File: config.mk
export PLATFORM = sky130hd
export DESIGN_NAME = enc8x3_seq_flat
export DESIGN_NICKNAME = d
export VERILOG_FILES = /design/src/rtl/enc8x3_seq_if.sv /design/src/rtl/enc8x3_seq.sv /design/src/flat_wrapper.sv
export SDC_FILE = /design/constraint.sdc
export NUM_CORES = 1
export LEC_CHECK = 0
export CORE_UTILIZATION = 49
export DETAILED_ROUTE_END_ITERATION = 7
export PLACE_DENSITY = 0.86
export SLEW_MARGIN = 20
export SYNTH_ARGS = -nofsm -noshare
export SYNTH_HDL_FRONTEND = slang
export SYNTH_SLANG_ARGS = --single-unit
export TNS_END_PERCENT = 1
File: constraint.sdc
create_clock -name clk -period 4 [get_ports clk]
set_clock_uncertainty 0.1 [all_clocks]
set_input_delay 0.6 -clock clk [delete_from_list [all_inputs] [get_ports clk]]
set_output_delay 0.6 -clock clk [all_outputs]
set_load 0.005 [all_outputs]
File: src/rtl/enc8x3_seq_if.sv
// Handshake bundle between the register-select producer/consumer and the
// sequential 8-to-3 encoder.
interface enc8x3_seq_if;
  logic [7:0] mask_in;
  logic       load;
  logic       busy;
  logic [2:0] idx;
  logic       idx_valid;
  logic       idx_ready;
  logic       last;
  logic       done;
  logic [3:0] count;

  // Producer side: supplies the mask and accepts indices.
  modport master (
    output mask_in, load, idx_ready,
    input  busy, idx, idx_valid, last, done, count
  );

  // Encoder side.
  modport slave (
    input  mask_in, load, idx_ready,
    output busy, idx, idx_valid, last, done, count
  );
endinterface

File: src/rtl/enc8x3_seq.sv
// Sequential 8-to-3 encoder: latches a multi-hot register-select mask and
// emits the index of each set bit, one per handshake, in priority order.
//
//   state   | meaning
//   --------+---------------------------------------------------------
//   ST_IDLE | no pending bits; waiting for load
//   ST_EMIT | pend non-zero; idx/last presented with idx_valid=1
module enc8x3_seq #(
  parameter int unsigned LSB_FIRST = 1
) (
  input  logic         clk,
  input  logic         rst,
  enc8x3_seq_if.slave  bus
);

  typedef enum logic {ST_IDLE, ST_EMIT} state_t;

  state_t     state_q, state_d;
  logic [7:0] pend_q,  pend_d;
  logic [3:0] count_q, count_d;
  logic       done_q,  done_d;

  logic [2:0] idx_c;
  logic       last_c;
  logic [3:0] pop_c;
  logic       fire_c;

  // Priority-encode the pending set; pend is zero in IDLE so idx falls to 0.
  always_comb begin
    idx_c = 3'd0;
    if (LSB_FIRST != 0) begin
      for (int i = 7; i >= 0; i--) begin
        if (pend_q[i]) idx_c = 3'(i);
      end
    end else begin
      for (int i = 0; i < 8; i++) begin
        if (pend_q[i]) idx_c = 3'(i);
      end
    end
    last_c = (pend_q != 8'd0) && ((pend_q & (pend_q - 8'd1)) == 8'd0);
  end

  // Popcount of the incoming mask, captured only when a load is accepted.
  always_comb begin
    pop_c = 4'd0;
    for (int i = 0; i < 8; i++) begin
      pop_c = pop_c + 4'(bus.mask_in[i]);
    end
  end

  // Next-state logic for the pending mask, count and done pulse.
  always_comb begin
    state_d = state_q;
    pend_d  = pend_q;
    count_d = count_q;
    done_d  = 1'b0;
    fire_c  = (state_q == ST_EMIT) && bus.idx_ready;
    case (state_q)
      ST_IDLE: begin
        if (bus.load) begin
          count_d = pop_c;
          if (bus.mask_in != 8'd0) begin
            pend_d  = bus.mask_in;
            state_d = ST_EMIT;
          end else begin
            // Empty mask: nothing to emit, report completion immediately.
            done_d = 1'b1;
          end
        end
      end
      ST_EMIT: begin
        if (fire_c) begin
          pend_d = pend_q & ~(8'd1 << idx_c);
          if (last_c) begin
            state_d = ST_IDLE;
            done_d  = 1'b1;
          end
        end
      end
      default: state_d = ST_IDLE;
    endcase
  end

  // State registers; synchronous reset drops any in-flight mask without done.
  always_ff @(posedge clk) begin
    if (rst) begin
      state_q <= ST_IDLE;
      pend_q  <= 8'd0;
      count_q <= 4'd0;
      done_q  <= 1'b0;
    end else begin
      state_q <= state_d;
      pend_q  <= pend_d;
      count_q <= count_d;
      done_q  <= done_d;
    end
  end

  assign bus.busy      = (state_q == ST_EMIT);
  assign bus.idx_valid = (state_q == ST_EMIT);
  assign bus.idx       = idx_c;
  assign bus.last      = last_c && (state_q == ST_EMIT);
  assign bus.done      = done_q;
  assign bus.count     = count_q;

endmodule
File: src/flat_wrapper.sv
// flat-port wrapper written by rule: the top's interface ports become plain ports
module enc8x3_seq_flat 
#(
  parameter int unsigned LSB_FIRST = 1
)
  (clk, rst, bus_mask_in, bus_load, bus_idx_ready, bus_busy, bus_idx, bus_idx_valid, bus_last, bus_done, bus_count);
  enc8x3_seq_if bus_i ();
  input  logic clk;
  input  logic rst;
  input wire logic [$bits(bus_i.mask_in)-1:0] bus_mask_in;
  input wire logic [$bits(bus_i.load)-1:0] bus_load;
  input wire logic [$bits(bus_i.idx_ready)-1:0] bus_idx_ready;
  output wire logic [$bits(bus_i.busy)-1:0] bus_busy;
  output wire logic [$bits(bus_i.idx)-1:0] bus_idx;
  output wire logic [$bits(bus_i.idx_valid)-1:0] bus_idx_valid;
  output wire logic [$bits(bus_i.last)-1:0] bus_last;
  output wire logic [$bits(bus_i.done)-1:0] bus_done;
  output wire logic [$bits(bus_i.count)-1:0] bus_count;
  assign bus_i.mask_in = bus_mask_in;
  assign bus_i.load = bus_load;
  assign bus_i.idx_ready = bus_idx_ready;
  assign bus_busy = bus_i.busy;
  assign bus_idx = bus_i.idx;
  assign bus_idx_valid = bus_i.idx_valid;
  assign bus_last = bus_i.last;
  assign bus_done = bus_i.done;
  assign bus_count = bus_i.count;
  enc8x3_seq #(.LSB_FIRST(LSB_FIRST)) u_core (.clk(clk), .rst(rst), .bus(bus_i));
endmodule
==> metrics, run 1 <==
status=complete, no violations; Fill cells=182; num rows=16; post-synthesis sequential area ratio=0.278; crit path from=bus_mask_in[0]; Hold Crit Start=u_core.bus.count[3]; Worst EP required=4100 ps; Fmax achieved=293 MHz; Routed Antenna Nets=0; Crit Reg-Reg Endpoint=u_core.bus.busy; RSZ-0062 raised after global routing=false; multi-input combinational cell area=637 sq um; min-delay worst type=reg2reg; I/O Buffers=22; via count=966; die area=2250 sq um; dpl hpwl=1.87 mm; Post-CTS Hold Buffers=0; Mapped Area=1010 sq um; Reg power frac=0.388; crit path DAT=3510 ps; power per standard cell area=349 nW/um^2; drt first pass iters=4; Slew @ Worst Pin=648 ps; clk slew on worst S/H paths=90 ps; antenna violations before repair=0; Max Transition Viols Final=0; CTS H-Tree Depth=1; vias per inst=5.72; Comb power frac=0.372; syn nets=144; Post-route DRC=0; Rel. slew slack=0.567; Post-synth top cells=inv_1, dfxtp_1, nor2_1; largest area contributor in the netlist=dfxtp_1; largest net degree at the start of global routing=20; Clock Path Buffers=2; Layout Nets=163; Psw=0.149 mW; vias in the first global route=844; Synth Area per Inst=8.14 sq um; Core Footprint=1940 sq um; worst-path cell chain=clkdlybuf4s50_1 > inv_1 > ha_1 > inv_1 > fa_1 > fa_1 > inv_1 > fa_1 > inv_1 > fa_1 > a211oi_1; CP max-delay cell=clkdlybuf4s50_1; Hold Crit Depth=2; TritonCTS Buffers=3; max-cap violation count=0; Inserted Diodes=0; FF-to-FF setup slack=1930 ps; R2R Path Start=u_core.pend_q[0]; first-pass GRT wire length=3.77 mm; Min Clock Period, post-route=3410 ps; clock root buffer=clkbuf_4; Final GP Congestion=0.811; clk sink count=14; Area contributors post-synth=dfxtp_1, fa_1, inv_1, a21oi_1, ha_1; crit path buf inv count=5; CTS tree=built; Die Y=47.4 microns; clock power share=0.240; Switching Share=0.337; Post-CTS Setup Bufs=0; asr flop ratio synth=0; Synth Register Bits=14; Synth cell types=41; most frequent cell after synthesis=inv_1; Syn Inst Count=124; dpl cells=165; DRT Wirelength=2.44 mm; synth warn=0; R2R cell count=4; total power=0.440 mW; Largest stage delay, worst path=490 ps; Skew-Pair Late Insertion Delay=290 ps; share of the clock period used by the worst path=0.852; Die W=47.4 microns; Iter 0 DRT Violations=40; routed len/inst=14.4 microns; Static Leak=0.504 nW; share of layout cells above drive strength 1=0.0845; VDD IR-drop max=205 uV; Layout Cells excl Fill=169; Internal=0.292 mW; GR Util All Layers=0.240; Hold Path Sink=u_core.bus.count[3]; crit start category=input port; CP Class=in2reg; # IOs=23; Gates resized, CTS repair=0; grt ovf=0; CP Capture Type=register; FF/Latch Area=280 sq um; P&R area growth vs syn=25.2%; Initial Util=0.520; final hold viol count=0; Synth top area share=0.278; TNS Setup=0 ps; Util after Layout=0.651; Post-synth EDFFs=0; CP delay by family, top=adder cells; worst-path fanout max=2; setup violators final=0; Top FF cell, synth=dfxtp_1
-- kinds of logic after synthesis --
| logic type | share of synthesized area |
|---|---|
| simple gates | 0.214 |
| fa+ha+maj | 0.129 |
| xor+xnor | 0.00868 |
| buf+inv | 0.0917 |
| compound gates | 0.279 |
| flops | 0.278 |
-- power groups by stage --
| stage | Clock (mW) | Combinational [mW] | Sequential (mW) |
|---|---|---|---|
| 2_1_floorplan | 0 | 0.108 | 0.166 |
| 3_3_place_gp | 0 | 0.157 | 0.172 |
| 3_5_place_dp | 0 | 0.163 | 0.173 |
| 4_1_cts | 0.106 | 0.164 | 0.170 |
| 5_1_grt | 0.114 | 0.181 | 0.174 |
| 6_report | 0.106 | 0.164 | 0.171 |
-- layout make-up --
class | instances | area share
multi-input cells | 87 | 0.504
inverters | 15 | 0.0446
repair buffers | 22 | 0.174
flip-flops and latches | 14 | 0.222
clock buffers | 4 | 0.0287
well taps | 27 | 0.0267
-- flip-flops by register name, indices dropped and copies added (netlist names) --
register	flops
u_core.bus.done	1
u_core.bus.count	4
u_core.bus.busy	1
u_core.pend_q	8
-- worst min-delay path: cells and delay by family (launching register included) --
family / cells / cell delay (ps)
AOI/OAI and AO/OA: 1 / 50
DFF: 1 / 320
and+or+nand+nor: 1 / 50
-- how the worst max path moves through the flow --
| stage | to | slack (ps) | cells past startpoint |
|---|---|---|---|
| 2_1_floorplan | u_core.bus.count[1] | 910 | 10 |
| 6_report | u_core.bus.count[1] | 590 | 11 |
| 5_1_grt | u_core.bus.count[1] | 440 | 11 |
| 4_1_cts | u_core.bus.count[1] | 570 | 11 |
| 3_3_place_gp | u_core.bus.count[1] | 360 | 11 |
| 3_5_place_dp | u_core.bus.count[1] | 260 | 11 |
-- per-stage QoR --
stage,setup slack (ps),area (sq um),hold WS [ps]
after CTS,573,1260,363
after floorplan,907,1010,348
after global placement,361,1230,345
after global routing,441,1260,391
final,591,1260,372
after detailed placement,261,1230,346
-- cell usage in the layout, fill, tap and decap left out, types with 3 or more instances in the layout --
master	count
ha_1	4
fa_1	4
dfxtp_1	14
clkdlybuf4s50_1	22
inv_1	15
nor4_1	3
or2_2	3
a21oi_1	10
o21ai_0	3
nor2_1	12
nand2_1	7
clkbuf_4	3
nand2b_1	5
nor3_1	3
-- layer usage --
layer,GRT usage,vias up,wire [microns]
met3,0.0231,4,92
met4,0.0857,0,29
li1,-,477,-
met5,0,-,0
met1,0.327,454,1080
met2,0.395,31,1240
(Power assumes the default switching activity.)
==> inputs of run 2 (changes only) <==
Settings changed: CORE_UTILIZATION 49 to 44, PLACE_DENSITY 0.86 to 0.82.
Clock period 4 ns to 2.7 ns, I/O delays scaled along.
==> run 2 against run 1 <==
  * The run now ends with negative setup slack left
  * Core utilization up 6.1 points
  * Cell area up 16%
  * Routed wire length up 8.5%
  * Flip-flop and latch count unchanged
  * Via count up 7.7%
  * Die area up 11%
  * First-iteration DRC count down 45%
  * Sequential power up 45%
  * Combinational power up 93%
  * Global-route usage down 0.43 points
  * Final cell count up 8.3%
  * Clock power up 42%
==> metrics, run 2 (synthesized netlist as in run 1, its figures left out) <==
Comb power frac=0.443 (+0.071); DRT Wirelength=2.65 mm (+8.5%); CP Capture Type=register; CP max-delay cell=fa_1; commonest non-fill, non-tap cell in the layout=clkdlybuf4s50_1; Hold Crit Start=u_core.bus.count[3]; Psw=0.240 mW (+62%); Util after Layout=0.712 (+0.0610); final hold viol count=0 (unchanged); R2R Path Start=u_core.pend_q[1]; max reg flops=8 (unchanged); Largest stage delay, worst path=490 ps (about the same); Hold Path Sink=u_core.bus.count[3]; Slew @ Worst Pin=749 ps (+101 ps); RSZ-0062 raised after global routing=true; setup violators final=1 (+1); total power=0.714 mW (+62%); worst-path fanout max=2 (unchanged); Clock Path Buffers=2 (unchanged); vias per inst=5.68 (-0.58%); Routed Antenna Nets=0 (unchanged); Switching Share=0.336 (-0.00132); clock root buffer=clkbuf_4; crit path DAT=2820 ps (-690 ps); Worst EP required=2790 ps (-1310 ps); Min Clock Period, post-route=2730 ps; crit path from=bus_mask_in[1]; P&R area growth vs syn=45.4%; Worst Slack Setup Final=-33.2 ps (-624 ps); Hold Crit Depth=2 (unchanged); Final GP Congestion=0.825 (+1.7%); largest reg by FF count=u_core.pend_q; FF-to-FF setup slack=830 ps (-1100 ps); Layout Nets=177 (+8.6%); die area=2490 sq um (+11%); Max Transition Viols Final=0 (unchanged); share of the clock period used by the worst path=1.01; worst-path cell chain=buf_8 > inv_4 > ha_4 > inv_2 > fa_1 > fa_1 > inv_1 > fa_2 > inv_2 > fa_2 > a211oi_2; drt first pass iters=4 (unchanged); multi-input combinational cell area=721 sq um (+13%); Die Y=49.9 microns (+5.3%); failing checks=negative setup slack; Fmax achieved=366 MHz; VDD IR-drop max=300 uV (+46%); Core Footprint=2060 sq um (+6.2%); Internal=0.474 mW (+63%); max-cap violation count=0 (unchanged); crit path buf inv count=5 (unchanged); most frequent cells in the layout=clkdlybuf4s50_1, buf_4, nor2_1, dfxtp_1; Initial Util=0.490 (-0.0303); power per standard cell area=487 nW/um^2 (+40%); clock power share=0.211 (-0.029); Post-route DRC=0 (unchanged); min-delay worst type=reg2reg; Static Leak=0.591 nW (+17%); via count=1040 (+7.7%); Inserted Diodes=0 (unchanged); Post-CTS Hold Buffers=0 (unchanged); dpl cells=177 (+7.3%); Die W=49.9 microns (+5.3%); CTS H-Tree Depth=1 (unchanged); num rows=16 (unchanged); Skew-Pair Late Insertion Delay=280 ps (about the same); dpl hpwl=1.93 mm (+2.8%); crit start category=input port; Crit Reg-Reg Endpoint=u_core.pend_q[6]; clk slew on worst S/H paths=80 ps (about the same); Iter 0 DRT Violations=22 (-45%); antenna violations before repair=0 (unchanged); CP Class=in2reg; Reg power frac=0.347 (-0.041); first-pass GRT wire length=4.52 mm (+20%); R2R cell count=4 (unchanged); Fill cells=161 (-12%); CTS tree=built; vias in the first global route=1050 (+24%); status=finished, violations left; I/O Buffers=22 (unchanged); CP delay by family, top=adder cells; Layout Cells excl Fill=183 (+8.3%); Rel. slew slack=0.499 (-0.0676); clk sink count=14 (unchanged); largest net degree at the start of global routing=20 (unchanged); GR Util All Layers=0.236 (-0.00434); routed len/inst=14.5 microns (+0.19%); share of layout cells above drive strength 1=0.295 (+0.210); TritonCTS Buffers=3 (unchanged); grt ovf=0 (unchanged); FF/Latch Area=283 sq um (+0.89%); # IOs=23 (unchanged)
## run 2: changes by cell type in the layout (fill, tap and decap cells not counted), moves of 3 or more
cell	before	now
buf_4	0	14
inv_1	15	10
clkdlybuf4s50_1	22	18
inv_2	0	3
## run 2: area by class of cell
type / count / area share
clock buffer: 4 / 0.0247
multi-input combinational: 87 / 0.491
timing repair buffer: 36 / 0.227
inverter: 15 / 0.0418
tap: 27 / 0.0230
sequential: 14 / 0.193
## run 2: how the worst max path moves through the flow
| stage | cells past startpoint | slack, ps | to |
|---|---|---|---|
| 3_5_place_dp | 13 | -830 | u_core.bus.count[2] |
| 5_1_grt | 11 | -130 | u_core.bus.count[1] |
| 3_3_place_gp | 13 | -740 | u_core.bus.count[2] |
| 2_1_floorplan | 10 | -200 | u_core.bus.count[1] |
| 4_1_cts | 11 | -40 | u_core.bus.count[1] |
| 6_report | 11 | -30 | u_core.bus.count[1] |
## run 2: worst register-to-register path: stages, from the launching register on
cell and delay (ps):
dfxtp_2 350, or4_4 560, buf_4 170, o41ai_1 410, a211oi_1 140
## run 2: timing repair
item	4_1_cts	5_1_grt
buffers inserted	2	0
pin swaps	10	10
endpoints found under the setup margin	5	4
gates resized for setup	29	6
gates cloned	0	0
## run 2: metrics by stage
step / hold slack (ps) / worst slack (ps) / setup TNS, ps / area [sq um]
2_1_floorplan: 348 / -196 / -294 / 1010
3_3_place_gp: 343 / -736 / -2330 / 1320
3_5_place_dp: 352 / -834 / -2670 / 1320
4_1_cts: 353 / -36.4 / -67.8 / 1430
5_1_grt: 368 / -133 / -285 / 1470
6_report: 366 / -33.2 / -33.2 / 1470
## run 2: routing by layer
metal,wire length (microns),vias to the layer above,share of wire,GRT usage
li1,-,507,-,-
met4,21,0,0.0079,0.0571
met2,1340,27,0.51,0.428
met5,0,-,0,0
met3,71,4,0.027,0.0278
met1,1220,502,0.46,0.292
## run 2: power by group through the flow
stage / Clock, mW / Sequential [mW] / Combinational [mW]
5_1_grt: 0.165 / 0.252 / 0.348
2_1_floorplan: 0 / 0.246 / 0.162
6_report: 0.151 / 0.248 / 0.316
4_1_cts: 0.152 / 0.246 / 0.303
3_3_place_gp: 0 / 0.248 / 0.258
3_5_place_dp: 0 / 0.249 / 0.267
